$ cat config.mk
export PLATFORM = sky130hd
export DESIGN_NAME = mem_port_arbiter_flat
export DESIGN_NICKNAME = d
export VERILOG_FILES = /design/src/rtl/mem_port_arbiter_pkg.sv /design/src/rtl/mem_port_arbiter_if.sv /design/src/rtl/arb_fairness_counter.sv /design/src/rtl/mem_port_arbiter.sv /design/src/flat_wrapper.sv
export SDC_FILE = /design/constraint.sdc
export NUM_CORES = 1
export LEC_CHECK = 0
export CAP_MARGIN = 15
export CORE_AREA = 4 4 289 291
export CTS_BUF_LIST = sky130_fd_sc_hd__clkbuf_4
export DETAILED_ROUTE_END_ITERATION = 10
export DIE_AREA = 0 0 293 295
export PLACE_DENSITY = 0.51
export SYNTH_ARGS = -nofsm -noshare
export SYNTH_HDL_FRONTEND = slang
export SYNTH_SLANG_ARGS = --single-unit
export TNS_END_PERCENT = 1
$ cat constraint.sdc
create_clock -name CLK -period 1.7 [get_ports CLK]
set_input_delay 0.255 -clock CLK [delete_from_list [all_inputs] [get_ports CLK]]
set_output_delay 0.255 -clock CLK [all_outputs]
set_load 0.005 [all_outputs]
$ cat src/rtl/mem_port_arbiter_pkg.sv
// -----------------------------------------------------------------------------
// mem_port_arbiter_pkg
// Shared types and constants for the main-memory port arbiter.
//   - arb_state_e      : arbiter FSM state encoding
//   - MEM_ADDR_WIDTH   : default block address width (byte address >> 4)
//   - MEM_DATA_WIDTH   : default block width in bits
// Both width constants are shared with the instruction and data caches.
// -----------------------------------------------------------------------------
package mem_port_arbiter_pkg;

  localparam int unsigned MEM_ADDR_WIDTH = 28;
  localparam int unsigned MEM_DATA_WIDTH = 128;

  typedef enum logic [2:0] {
    IDLE      = 3'd0,
    SERVE_I   = 3'd1,
    SERVE_D   = 3'd2,
    RELEASE_I = 3'd3,
    RELEASE_D = 3'd4
  } arb_state_e;

endpackage

$ cat src/rtl/mem_port_arbiter_if.sv
// -----------------------------------------------------------------------------
// mem_port_arbiter_if
// Bundles the I-cache, D-cache and main-memory block-port signals.
//
// Handshake: a requester raises x_READ (or D_WRITE) and holds it, together
// with its address/write data, while x_BUSYWAIT is high. x_BUSYWAIT drops for
// exactly one cycle when the block transfer is done; the requester removes
// its request at the clock edge that ends that cycle. On the memory side
// MEM_READ/MEM_WRITE stay high until MEM_BUSYWAIT is sampled low.
//
// Modports:
//   slave  - the arbiter: accepts cache requests, drives the memory commands
//   master - the environment (caches and memory)
// -----------------------------------------------------------------------------
interface mem_port_arbiter_if
  import mem_port_arbiter_pkg::*;
#(
  parameter int ADDR_WIDTH = MEM_ADDR_WIDTH,
  parameter int DATA_WIDTH = MEM_DATA_WIDTH
);

  // I-cache side
  logic                  I_READ;
  logic [ADDR_WIDTH-1:0] I_ADDRESS;
  logic [DATA_WIDTH-1:0] I_READDATA;
  logic                  I_BUSYWAIT;
  // D-cache side
  logic                  D_READ;
  logic                  D_WRITE;
  logic [ADDR_WIDTH-1:0] D_ADDRESS;
  logic [DATA_WIDTH-1:0] D_WRITEDATA;
  logic [DATA_WIDTH-1:0] D_READDATA;
  logic                  D_BUSYWAIT;
  // Memory side
  logic                  MEM_READ;
  logic                  MEM_WRITE;
  logic [ADDR_WIDTH-1:0] MEM_ADDRESS;
  logic [DATA_WIDTH-1:0] MEM_WRITEDATA;
  logic [DATA_WIDTH-1:0] MEM_READDATA;
  logic                  MEM_BUSYWAIT;

  modport slave (
    input  I_READ, I_ADDRESS, D_READ, D_WRITE, D_ADDRESS, D_WRITEDATA,
           MEM_READDATA, MEM_BUSYWAIT,
    output I_READDATA, I_BUSYWAIT, D_READDATA, D_BUSYWAIT,
           MEM_READ, MEM_WRITE, MEM_ADDRESS, MEM_WRITEDATA
  );

  modport master (
    output I_READ, I_ADDRESS, D_READ, D_WRITE, D_ADDRESS, D_WRITEDATA,
           MEM_READDATA, MEM_BUSYWAIT,
    input  I_READDATA, I_BUSYWAIT, D_READDATA, D_BUSYWAIT,
           MEM_READ, MEM_WRITE, MEM_ADDRESS, MEM_WRITEDATA
  );

endinterface

$ cat src/rtl/arb_fairness_counter.sv
// -----------------------------------------------------------------------------
// arb_fairness_counter
// Counts data-side grants made while the instruction side is waiting and
// flags starvation once the count reaches LIMIT (where it saturates).
// Ports:
//   clk_i    - clock, rising edge
//   rst_ni   - asynchronous active-low reset
//   inc_i    - D grant issued while I_READ is high
//   clr_i    - I grant issued
//   starve_o - count equals LIMIT: the I side must win the next arbitration
// -----------------------------------------------------------------------------
module arb_fairness_counter #(
  parameter int LIMIT = 4
) (
  input  logic clk_i,
  input  logic rst_ni,
  input  logic inc_i,
  input  logic clr_i,
  output logic starve_o
);

  localparam int CW = $clog2(LIMIT + 1);
  localparam logic [CW-1:0] LIM = CW'(LIMIT);

  logic [CW-1:0] cnt_q, cnt_d;

  always_comb begin
    cnt_d = cnt_q;
    if (clr_i) begin
      cnt_d = '0;
    end else if (inc_i && (cnt_q != LIM)) begin
      cnt_d = cnt_q + 1'b1;
    end
  end

  always_ff @(posedge clk_i or negedge rst_ni) begin
    if (!rst_ni) cnt_q <= '0;
    else         cnt_q <= cnt_d;
  end

  assign starve_o = (cnt_q == LIM);

endmodule

$ cat src/rtl/mem_port_arbiter.sv
// -----------------------------------------------------------------------------
// mem_port_arbiter
// Shares the single main-memory block port between the I-cache refill path
// and the D-cache refill/writeback path, serialising their transactions.
// The data side has priority; build with ARB_FAIRNESS_EN defined to force an
// instruction grant after STARVE_LIMIT consecutive data grants made while the
// instruction side was waiting.
// Ports:
//   CLK         - clock, rising edge
//   RESET       - asynchronous active-low reset
//   bus         - cache and memory signals (slave modport)
//   dbg_state_o - current FSM state, for observation only
// -----------------------------------------------------------------------------
module mem_port_arbiter
  import mem_port_arbiter_pkg::*;
#(
  parameter int ADDR_WIDTH   = MEM_ADDR_WIDTH,
  parameter int DATA_WIDTH   = MEM_DATA_WIDTH,
  parameter int STARVE_LIMIT = 4
) (
  input  logic                CLK,
  input  logic                RESET,
  mem_port_arbiter_if.slave   bus,
  output arb_state_e          dbg_state_o
);

  arb_state_e            state_q, state_d;
  logic                  first_q, first_d;   // high during the first SERVE cycle
  logic                  wr_q, wr_d;
  logic [ADDR_WIDTH-1:0] addr_q, addr_d;
  logic [DATA_WIDTH-1:0] wdata_q, wdata_d;
  logic [DATA_WIDTH-1:0] i_rdata_q, i_rdata_d;
  logic [DATA_WIDTH-1:0] d_rdata_q, d_rdata_d;

  logic idle, d_req, starve, grant_d, grant_i, mem_done;

  assign idle    = (state_q == IDLE);
  assign d_req   = bus.D_READ | bus.D_WRITE;
  assign grant_d = idle && d_req && !(starve && bus.I_READ);
  assign grant_i = idle && bus.I_READ && !grant_d;
  // The edge closing the first SERVE cycle never completes a transfer.
  assign mem_done = !first_q && !bus.MEM_BUSYWAIT;

`ifdef ARB_FAIRNESS_EN
  arb_fairness_counter #(.LIMIT(STARVE_LIMIT)) u_fairness (
    .clk_i    (CLK),
    .rst_ni   (RESET),
    .inc_i    (grant_d && bus.I_READ),
    .clr_i    (grant_i),
    .starve_o (starve)
  );
`else
  logic unused_starve_limit;
  assign unused_starve_limit = ^STARVE_LIMIT;
  assign starve = 1'b0;
`endif

  always_comb begin
    state_d   = state_q;
    first_d   = 1'b0;
    wr_d      = wr_q;
    addr_d    = addr_q;
    wdata_d   = wdata_q;
    i_rdata_d = i_rdata_q;
    d_rdata_d = d_rdata_q;
    case (state_q)
      IDLE: begin
        if (grant_d) begin
          state_d = SERVE_D;
          first_d = 1'b1;
          wr_d    = bus.D_WRITE;   // a write wins over a simultaneous read
          addr_d  = bus.D_ADDRESS;
          wdata_d = bus.D_WRITEDATA;
        end else if (grant_i) begin
          state_d = SERVE_I;
          first_d = 1'b1;
          wr_d    = 1'b0;
          addr_d  = bus.I_ADDRESS;
          wdata_d = '0;
        end
      end
      SERVE_I: begin
        if (mem_done) begin
          state_d   = RELEASE_I;
          i_rdata_d = bus.MEM_READDATA;
        end
      end
      SERVE_D: begin
        if (mem_done) begin
          state_d = RELEASE_D;
          if (!wr_q) d_rdata_d = bus.MEM_READDATA;
        end
      end
      RELEASE_I, RELEASE_D: state_d = IDLE;
      default:              state_d = IDLE;
    endcase
  end

  always_ff @(posedge CLK or negedge RESET) begin
    if (!RESET) begin
      state_q   <= IDLE;
      first_q   <= 1'b0;
      wr_q      <= 1'b0;
      addr_q    <= '0;
      wdata_q   <= '0;
      i_rdata_q <= '0;
      d_rdata_q <= '0;
    end else begin
      state_q   <= state_d;
      first_q   <= first_d;
      wr_q      <= wr_d;
      addr_q    <= addr_d;
      wdata_q   <= wdata_d;
      i_rdata_q <= i_rdata_d;
      d_rdata_q <= d_rdata_d;
    end
  end

  logic serving;
  assign serving = (state_q == SERVE_I) || (state_q == SERVE_D);

  // Memory commands come only from the latched copies, so requester inputs
  // that move mid-transaction have no effect.
  assign bus.MEM_READ      = serving && !wr_q;
  assign bus.MEM_WRITE     = serving && wr_q;
  assign bus.MEM_ADDRESS   = addr_q;
  assign bus.MEM_WRITEDATA = wdata_q;

  // Combinational so the pipeline stalls in the very cycle a request appears.
  assign bus.I_BUSYWAIT = RESET && bus.I_READ && (state_q != RELEASE_I);
  assign bus.D_BUSYWAIT = RESET && d_req && (state_q != RELEASE_D);
  assign bus.I_READDATA = i_rdata_q;
  assign bus.D_READDATA = d_rdata_q;

  assign dbg_state_o = state_q;

endmodule

$ cat src/flat_wrapper.sv
// flat-port wrapper written by rule: the top's interface ports become plain ports
module mem_port_arbiter_flat import mem_port_arbiter_pkg::*;
#(
  parameter int ADDR_WIDTH   = MEM_ADDR_WIDTH,
  parameter int DATA_WIDTH   = MEM_DATA_WIDTH,
  parameter int STARVE_LIMIT = 4
)
  (CLK, RESET, dbg_state_o, bus_I_READ, bus_I_ADDRESS, bus_D_READ, bus_D_WRITE, bus_D_ADDRESS, bus_D_WRITEDATA, bus_MEM_READDATA, bus_MEM_BUSYWAIT, bus_I_READDATA, bus_I_BUSYWAIT, bus_D_READDATA, bus_D_BUSYWAIT, bus_MEM_READ, bus_MEM_WRITE, bus_MEM_ADDRESS, bus_MEM_WRITEDATA);
  mem_port_arbiter_if #(.ADDR_WIDTH(ADDR_WIDTH), .DATA_WIDTH(DATA_WIDTH)) bus_i ();
  input  logic CLK;
  input  logic RESET;
  output arb_state_e dbg_state_o;
  input wire logic [$bits(bus_i.I_READ)-1:0] bus_I_READ;
  input wire logic [$bits(bus_i.I_ADDRESS)-1:0] bus_I_ADDRESS;
  input wire logic [$bits(bus_i.D_READ)-1:0] bus_D_READ;
  input wire logic [$bits(bus_i.D_WRITE)-1:0] bus_D_WRITE;
  input wire logic [$bits(bus_i.D_ADDRESS)-1:0] bus_D_ADDRESS;
  input wire logic [$bits(bus_i.D_WRITEDATA)-1:0] bus_D_WRITEDATA;
  input wire logic [$bits(bus_i.MEM_READDATA)-1:0] bus_MEM_READDATA;
  input wire logic [$bits(bus_i.MEM_BUSYWAIT)-1:0] bus_MEM_BUSYWAIT;
  output wire logic [$bits(bus_i.I_READDATA)-1:0] bus_I_READDATA;
  output wire logic [$bits(bus_i.I_BUSYWAIT)-1:0] bus_I_BUSYWAIT;
  output wire logic [$bits(bus_i.D_READDATA)-1:0] bus_D_READDATA;
  output wire logic [$bits(bus_i.D_BUSYWAIT)-1:0] bus_D_BUSYWAIT;
  output wire logic [$bits(bus_i.MEM_READ)-1:0] bus_MEM_READ;
  output wire logic [$bits(bus_i.MEM_WRITE)-1:0] bus_MEM_WRITE;
  output wire logic [$bits(bus_i.MEM_ADDRESS)-1:0] bus_MEM_ADDRESS;
  output wire logic [$bits(bus_i.MEM_WRITEDATA)-1:0] bus_MEM_WRITEDATA;
  assign bus_i.I_READ = bus_I_READ;
  assign bus_i.I_ADDRESS = bus_I_ADDRESS;
  assign bus_i.D_READ = bus_D_READ;
  assign bus_i.D_WRITE = bus_D_WRITE;
  assign bus_i.D_ADDRESS = bus_D_ADDRESS;
  assign bus_i.D_WRITEDATA = bus_D_WRITEDATA;
  assign bus_i.MEM_READDATA = bus_MEM_READDATA;
  assign bus_i.MEM_BUSYWAIT = bus_MEM_BUSYWAIT;
  assign bus_I_READDATA = bus_i.I_READDATA;
  assign bus_I_BUSYWAIT = bus_i.I_BUSYWAIT;
  assign bus_D_READDATA = bus_i.D_READDATA;
  assign bus_D_BUSYWAIT = bus_i.D_BUSYWAIT;
  assign bus_MEM_READ = bus_i.MEM_READ;
  assign bus_MEM_WRITE = bus_i.MEM_WRITE;
  assign bus_MEM_ADDRESS = bus_i.MEM_ADDRESS;
  assign bus_MEM_WRITEDATA = bus_i.MEM_WRITEDATA;
  mem_port_arbiter #(.ADDR_WIDTH(ADDR_WIDTH), .DATA_WIDTH(DATA_WIDTH), .STARVE_LIMIT(STARVE_LIMIT)) u_core (.CLK(CLK), .RESET(RESET), .bus(bus_i), .dbg_state_o(dbg_state_o));
endmodule
# After elaboration in Yosys (flattened, before gate mapping)
# Index checks and enable logic that the tools add are counted.
# W data, S select, Z words.
# word_totals
regBits	417
wordCells	51
out_inout_bits	419
# classes
n_reduce_logical	21
mux	14
n_eq_ne	7
bitwise	2
# op_table
operator	count
$mux W128	2
$mux W28	2
$mux W3	4
$logic_and A1 B1 Y1	10
$pmux W3 S3	1
$ne A3 B3 Y1 const B	2
$reduce_and A3 Y1	2
$mux W1	5
$logic_not A1 Y1	4
$ne A2 B1 Y1 const B	2
$reduce_and A2 Y1	2
$eq A3 B1 Y1 const B	1
$eq A3 B2 Y1 const B	1
$logic_not A3 Y1	1
$ne A3 B2 Y1 const B	1
$reduce_bool A2 Y1	1
$logic_or A1 B1 Y1	1
$not A1 Y1	1
$or A1 B1 Y1	1

# Depth between registers and ports, before layout
# Gate-level depths: netlist of the first run.
# logic_depth
depth_word	7
mapped_depth	7
mapped_depth_nobuf	4

# Worst setup path after synthesis of the first run
# No wires, ideal clock.
# synth_timing
path_kind	reg2reg
startpoint	register u_core.state_q[0] (netlist: u_core.dbg_state_o[0])
endpoint	register u_core.d_rdata_q[0] (netlist: u_core.bus.D_READDATA[0])
t_arrival_ns	1.500
path_slack_ns	0.075
stages_incl_launch_ff	7
n_path_buf	3
setup_time_ns	0.125
path_cell_list	dfrtp_1 -> buf_2 -> nor4b_2 -> nand2_1 -> buf_6 -> buf_6 -> mux2_4
# synth_via
elab_chain_len	2
# synth_lines
element	line	source
from (decl)	mem_port_arbiter.sv:27	arb_state_e state_q, state_d;
from (signal assigned)	mem_port_arbiter.sv:109	state_q <= state_d;
$eq A3 B2 Y1	mem_port_arbiter.sv:66	case (state_q)
$reduce_and A3 Y1 (no line)	n/a	
to (signal assigned)	mem_port_arbiter.sv:115	d_rdata_q <= d_rdata_d;
to (decl)	mem_port_arbiter.sv:33	logic [DATA_WIDTH-1:0] d_rdata_q, d_rdata_d;
# No other way between the ends.
# A chain may end at the register's enable or synchronous reset.

# Final worst setup path of the first run
# layout_timing
startpoint	register u_core.state_q[1] (netlist: u_core.dbg_state_o[1])
endpoint	output port bus_MEM_WRITE
# layout_via
elab_chain_len	3
word_cells_on_any_way	4
classes_between	eq/ne: 2; reduce/logical: 2
# layout_lines
element	line	source
$eq A3 B1 Y1 or $eq A3 B2 Y1 (tied branches)	mem_port_arbiter.sv:120	assign serving = (state_q == SERVE_I) || (state_q == SERVE_D);
$logic_or A1 B1 Y1 *	mem_port_arbiter.sv:120	
$logic_and A1 B1 Y1 *	mem_port_arbiter.sv:125	assign bus.MEM_WRITE = serving && wr_q;
to (decl)	flat_wrapper.sv:26	output wire logic [$bits(bus_i.MEM_WRITE)-1:0] bus_MEM_WRITE;
# Mark *: on every way between the ends. The rest lies on a longest branch, timed or not.

==> impl_results.md, run 1 <==
* Final ANT Viol Nets at 0
* Post-synth ARST share at 100.0%
* Total CTS buffers at 114
* MaxCap Viol Count at 0
* Power per standard cell area at 1634 nW/µm²
* WL final at 61,040 µm
* Pin count of the biggest net entering global routing at 90
* First-pass GRT wire length at 90,710 µm
* Layout Cells excl Fill at approximately 3,300
* Worst Clk Skew at a little under 60 ps
* GRT Total Usage at between 10% and 20%
* FF+latch area at 10,440 µm²
* Gate Count Post-Synth at 955
* Synth cell types at 29
* Register area share after synthesis at 65.22%
* Gr ovfl total at 0
* Post-detail-place hpwl at 43,820 µm
* Setup WS post-layout at -307.1 ps
* Failing checks: negative setup slack
* GP Congestion at 0.8010
* Max Transition Viols Final at 0
* Wirelength per Cell at between 15 and 20 µm
* Endpoints failing setup at roughly 370
* Clock sink count at 417
* Fin. Hold Viols at 0
* DRT iter0 DRCs at 350
* Vias post-DR at ~13,000
* Vias in the first global route at between 10,000 and 15,000
* Die height at between 200 and 300 µm
* Max_slew headroom at 68.08%
* Critical path fanouts, max at 4
* Final min period at 2007 ps
* Leak at 0.01366 µW
* Post-synth EDFFs at 0
* #FFs+latches synth at 417
* Clock root buffer: clkbuf_4
* R2R depth at 7
* TritonRoute pass-1 iters at 4
* Hold Path Class: input pin to flop
* Syn Area/Cell at 16.75 µm²
* Actual slew at the worst max-slew pin at 478.8 ps
* Syn_nets at between 1,000 and 1,500
* Layout filler cell count at 7,998
* Startpoint Class: flop
* Status: finished with violations
* RSZ-0062 raised after global routing: yes
* Starting density of the core at 19.86%
* Nets at 2,443
* Post-Syn Area at ~16,000 µm²
* Bufs on Longest Clock Path at 3
* Die footprint at between 80,000 and 90,000 µm²
* CP arrival at 1750 ps
* Total core area at 80,550 µm²
* Worst Hold Depth at 2
* CTS tree: built
* Initial antenna violation count at 4
* TNS Setup at -38,620 ps
* Clock-pin slew on the worst setup and hold paths at 60 ps
* Die Wd at 293 µm
* Top Ports at approximately 740
* Core Rows at 104
* Kind of critical path: flop to primary output
* Dpl cells at 2,767
* Remaining DRCs at 0
* # H-tree levels at 3
* Via-per-instance ratio at around 4
* Crit end category: primary output
* Fin crit share at 118.1%
* VDD IR-drop max at 0.0007082 V
* Synth warn at 0
* # port buffers at about 740
* Area growth, synth to finish at 74.41%
* Worst EP required at 1440 ps
* Clock Latency Late Sink at between 800 and 900 ps
* Dominant synthesized flop cell: dfrtp_1
* Area of the multi-input gates at 5185 µm²
* Layout cells sized above 1 at 42.48%
* Fmax at 498.2 MHz
[per-layer routing]
layer / GRT usage, % / part of all wire [%] / vias to the layer above
li1: - / - / 5936
met1: 14.64 / 38 / 6502
met2: 24.16 / 51 / 564
met3: 4.357 / 7.8 / 135
met4: 5.986 / 3.6 / 0
met5: 0 / 0 / -
[flip-flops by register name (all words and copies together), names as in the netlist]
signal and flops:
u_core.bus.D_READDATA 128, u_core.bus.I_READDATA 128, u_core.bus.MEM_WRITEDATA 128, u_core.bus.MEM_ADDRESS 28
u_core.dbg_state_o 3, u_core.first_q 1, u_core.wr_q 1
[timing repair]
action	CTS	global route
hold buffers	289	0
pin swaps	3	33
buffers inserted	10	3
hold endpoints to repair	786	0
gates resized for setup	932	455
endpoints found under the setup margin	667	830
[placed cells by master, fill, tap and decap left out, types with 2 or more instances in the layout]
master           count
dfrtp_1            415
clkdlybuf4s50_1    316
dlygate4sd3_1      289
clkbuf_2           223
clkbuf_4           168
buf_2              165
mux2_4             132
a22o_1             128
mux2_2              92
buf_6               60
buf_4               45
mux2_1              34
o22ai_1             28
a2bb2oi_1           26
buf_12              26
clkinv_1            23
clkinv_2             3
diode_2              2
nor3_4               2
inv_2                2
nor3_1               2
nand2_1              2
a2bb2oi_2            2
inv_6                2
clkinvlp_4           2
dfrtp_2              2
[worst max-delay path, cell delays in order (launching register included)]
cell and delay, ps:
dfrtp_1 380, buf_6 150, xnor2_4 140, nor3b_2 140, buf_2 140
[layout make-up]
class / instances / share of cell area [%]
antenna: 2 / 0.01793
clock buffer: 168 / 4.519
clock inverter: 31 / 0.4932
inverter: 2 / 0.02690
multi-input combinational: 465 / 18.58
sequential: 417 / 37.40
tap: 1060 / 4.752
timing repair buffer: 1125 / 34.21
[Yosys cell counts, types with 3 or more instances]
master	instances	area share (%)
mux2_4	120	11
buf_6	26	1.8
nand2_1	3	0.070
nor2_1	3	0.070
dfrtp_1	417	65
mux2_2	101	7.1
clkbuf_1	10	0.23
buf_4	3	0.14
o22ai_1	28	1.1
buf_2	30	0.94
a22o_1	128	7.0
a2bb2oi_1	28	1.5
mux2_1	37	2.6
[logic make-up after synthesis]
family	after synthesis	synth area share (%)
buffers and inverters	73	3.237
multiplexers	258	20.97
AO/OA/AOI/OAI	189	9.814
XOR/XNOR	1	0.05475
AND/OR/NAND/NOR	17	0.7039
flip-flops	417	65.22
[metrics by stage]
stage / cell area, µm² / hold slack, ps / power, µW / util (%) / setup WS (ps)
after global placement: 25170 / 83.11 / 40030 / 31.25 / -242.0
after detailed placement: 25170 / 82.36 / 40290 / 31.25 / -246.1
after global routing: 27910 / 24.11 / 48660 / 34.65 / -487.9
after floorplan: 16000 / -40.59 / 25690 / - / 75.03
final: 27910 / 133.9 / 45610 / 34.65 / -307.1
after CTS: 28800 / 0.6743 / 48260 / 35.76 / -499.2
[final timing paths]
path                                                    to                       from  slack (ps)
worst max-delay path                         bus_MEM_WRITE      u_core.dbg_state_o[1]        -310
worst min-delay path             u_core.bus.I_READDATA[49]       bus_MEM_READDATA[49]         130
worst max register to register   u_core.bus.D_READDATA[42]      u_core.dbg_state_o[2]        -250
worst min register to register   u_core.bus.I_READDATA[18]  u_core.bus.I_READDATA[18]         490
max in group asynchronous            u_core.dbg_state_o[0]                      RESET         650
min in group asynchronous       u_core.bus.D_READDATA[103]                      RESET         220
[power by group]
part / leakage, µW / total (µW) / internal [µW] / switching [µW]
Sequential: 0.00520 / 17700 / 14800 / 2910
Clock: 0.000834 / 8800 / 4490 / 4300
Combinational: 0.00763 / 19100 / 11400 / 7710
Total: 0.0137 / 45600 / 30700 / 14900
Note: power is estimated with default switching activity, not from simulation.
==> inputs of run 2 (changes only) <==
--- a/config.mk
+++ b/config.mk
@@ -14,4 +14,4 @@
 export SYNTH_ARGS = -nofsm -noshare
 export SYNTH_HDL_FRONTEND = slang
 export SYNTH_SLANG_ARGS = --single-unit
-export TNS_END_PERCENT = 1
+export TNS_END_PERCENT = 10
==> run 2 against run 1 <==
Against the previous run:
- via count rose by 1.6%
- the flow still finishes with violations (negative setup slack)
- register-to-register slack barely moved
- critical endpoint is now bus_D_BUSYWAIT
- total power is 2.2% higher
- die area is the same
- wire length increased by 0.86%
- cell count up 1.7%
- utilization is 0.56 points higher
- highest routed layer unchanged
==> impl_results.md, run 2 (synthesis results as in run 1) <==
* Status: finished with violations
* Failing checks: negative setup slack
* Area of the multi-input gates at between 5000 and 6000 µm²
* Final ANT Viol Nets at 0
* Die Wd at ~300 µm
* First-pass GRT wire length at 91,180 µm
* DRT iter0 DRCs at 354
* Clock sink count at 417
* Reg2reg end: u_core.bus.D_READDATA[42]
* Layout filler cell count at 7,969
* Worst EP required at 1440 ps
* Area growth, synth to finish at 77.23%
* Clock-pin slew on the worst setup and hold paths at ~60 ps
* Crit path largest cell delay at 410 ps
* Leak at 0.01394 µW
* GP Congestion at 0.8010
* Via-per-instance ratio at 4.012
* # port buffers at 736
* FF+latch area at 10,440 µm²
* Sequential power share at 37.9%
* Commonest non-fill, non-tap cells in the layout: dfrtp_1, clkdlybuf4s50_1, dlygate4sd3_1
* R2r setup slk at -260 ps
* Crit end category: primary output
* R2R depth at 7
* Top Ports at 737
* CP arrival at 1760 ps
* Total CTS buffers at 114
* Worst Clk Skew at around 60 ps
* RR Startpoint: u_core.dbg_state_o[2]
* CTS tree: built
* Starting density of the core at 19.86%
* Max_slew headroom at between 60% and 70%
* MaxCap Viol Count at 0
* Vias in the first global route at 15,050
* TritonRoute pass-1 iters at 4
* Die footprint at 86,440 µm²
* Placement Setup Slack at -246.1 ps
* Gr ovfl total at 0
* Fmax at 497.3 MHz
* CP Launch Point: u_core.dbg_state_o[0]
* P_sw at 15,130 µW
* Clock Latency Late Sink at 850 ps
* Actual slew at the worst max-slew pin at 478.3 ps
* Pin count of the biggest net entering global routing at 90
* Layout cells sized above 1 at 43.73%
* Bufs on Longest Clock Path at 3
* Clock root buffer: clkbuf_4
* CP endpoint: bus_D_BUSYWAIT
* Fin. Hold Viols at 0
* CP cell instances: buf_6, buf_12, nor2_4, a21oi_2, buf_2
* Remaining DRCs at 0
* Max Transition Viols Final at 0
* Slowest-stage cell, CP: dfrtp_2
* Comb power frac at 43.2%
* RSZ-0062 raised after global routing: yes
* Nets at 2,499
* Total core area at slightly above 80,000 µm²
* Startpoint Class: flop
* TNS Setup at -39,730 ps
* Hold Path Class: input pin to flop
* # H-tree levels at 3
* Endpoints failing setup at approximately 370
* Final min period at 2011 ps
* Commonest non-fill, non-tap cell in the layout: dfrtp_1
* Setup WS post-layout at -310.9 ps
* Wirelength per Cell at approximately 19 µm
* GRT Total Usage at 13.59%
* Die height at approximately 300 µm
* Core Rows at 104
* Vias post-DR at 13,350
* Power per standard cell area at 1644 nW/µm²
* Fin crit share at 118.3%
* Post-detail-place hpwl at about 44,000 µm
* Initial antenna violation count at 4
* Sw Ratio at 32.45%
* Critical path fanouts, max at 3
* VDD IR-drop max at between 0.0007 and 0.0008 V
* Kind of critical path: flop to primary output
* Int Power at 31,490 µW
* WL final at 61,560 µm
* Clock group share of total power at between 10% and 20%
-- run 2: cell count changes in the layout (fill, tap and decap cells not counted) --
| cell | delta |
|---|---|
| clkdlybuf4s15_1 | +1 |
| buf_6 | +6 |
| inv_2 | -1 |
| a2bb2oi_1 | +2 |
| buf_2 | -4 |
| a2bb2oi_2 | -2 |
| clkbuf_2 | -3 |
| inv_1 | +1 |
| buf_4 | +56 |
-- run 2: per-layer routing --
layer	up-vias	part of all wire, %	wire (µm)	track usage, %
li1	6048	-	-	-
met1	6586	38	23190	14.73
met2	579	51	31440	24.33
met3	132	7.7	4760	4.342
met4	0	3.5	2171	5.986
met5	-	0	0	0
-- run 2: worst min path at each step --
stage	endpoint	cells past startpoint	from
2_1_floorplan	u_core.bus.D_READDATA[0]	0	RESET
3_5_place_dp	u_core.wr_q	1	RESET
6_report	u_core.bus.D_READDATA[0]	2	bus_MEM_READDATA[0]
4_1_cts	u_core.bus.MEM_ADDRESS[4]	3	bus_D_ADDRESS[4]
3_3_place_gp	u_core.wr_q	1	RESET
5_1_grt	u_core.bus.D_READDATA[33]	2	bus_MEM_READDATA[33]
-- run 2: power groups by stage --
stage               logic, µW  clock network, µW  registers, µW
floorplan                8010                  0          17700
global placement        22400                  0          17700
detailed placement      22600                  0          17700
CTS                     21900               9310          17700
global route            21600               9840          18200
finish                  20200               8800          17700
-- run 2: area by class of cell --
| cell class | instances | share of cell area (%) |
|---|---|---|
| antenna | 2 | 0.01765 |
| clock buffer | 168 | 4.448 |
| clock inverter | 31 | 0.4854 |
| inverter | 2 | 0.02647 |
| multi-input combinational | 465 | 18.24 |
| sequential | 417 | 36.81 |
| tap | 1060 | 4.677 |
| timing repair buffer | 1181 | 35.30 |
-- run 2: per-stage QoR --
step	utilization [%]	area [µm²]	hold WS, ps	total power, µW	cells
6_report	35.21	28360	136.4	46630	3326
5_1_grt	35.21	28360	24.11	49710	3326
4_1_cts	36.02	29010	0.6838	48910	3288
3_5_place_dp	31.25	25170	82.36	40290	2767
3_3_place_gp	31.25	25170	83.11	40030	2767
2_1_floorplan	-	16000	-40.59	25690	955
-- run 2: critical path: cells and delay by family, from the launching register on --
kind / cells / cell delay (ps)
compound gates: 1 / 70
buf+inv: 3 / 380
flops: 1 / 410
simple gates: 1 / 110
-- run 2: what timing repair did --
item	4_1_cts	5_1_grt
hold endpoints to repair	786	0
setup endpoints to repair	667	830
resized for setup	914	453
buffers inserted	33	36
hold buffers	289	0
pin swaps	3	34
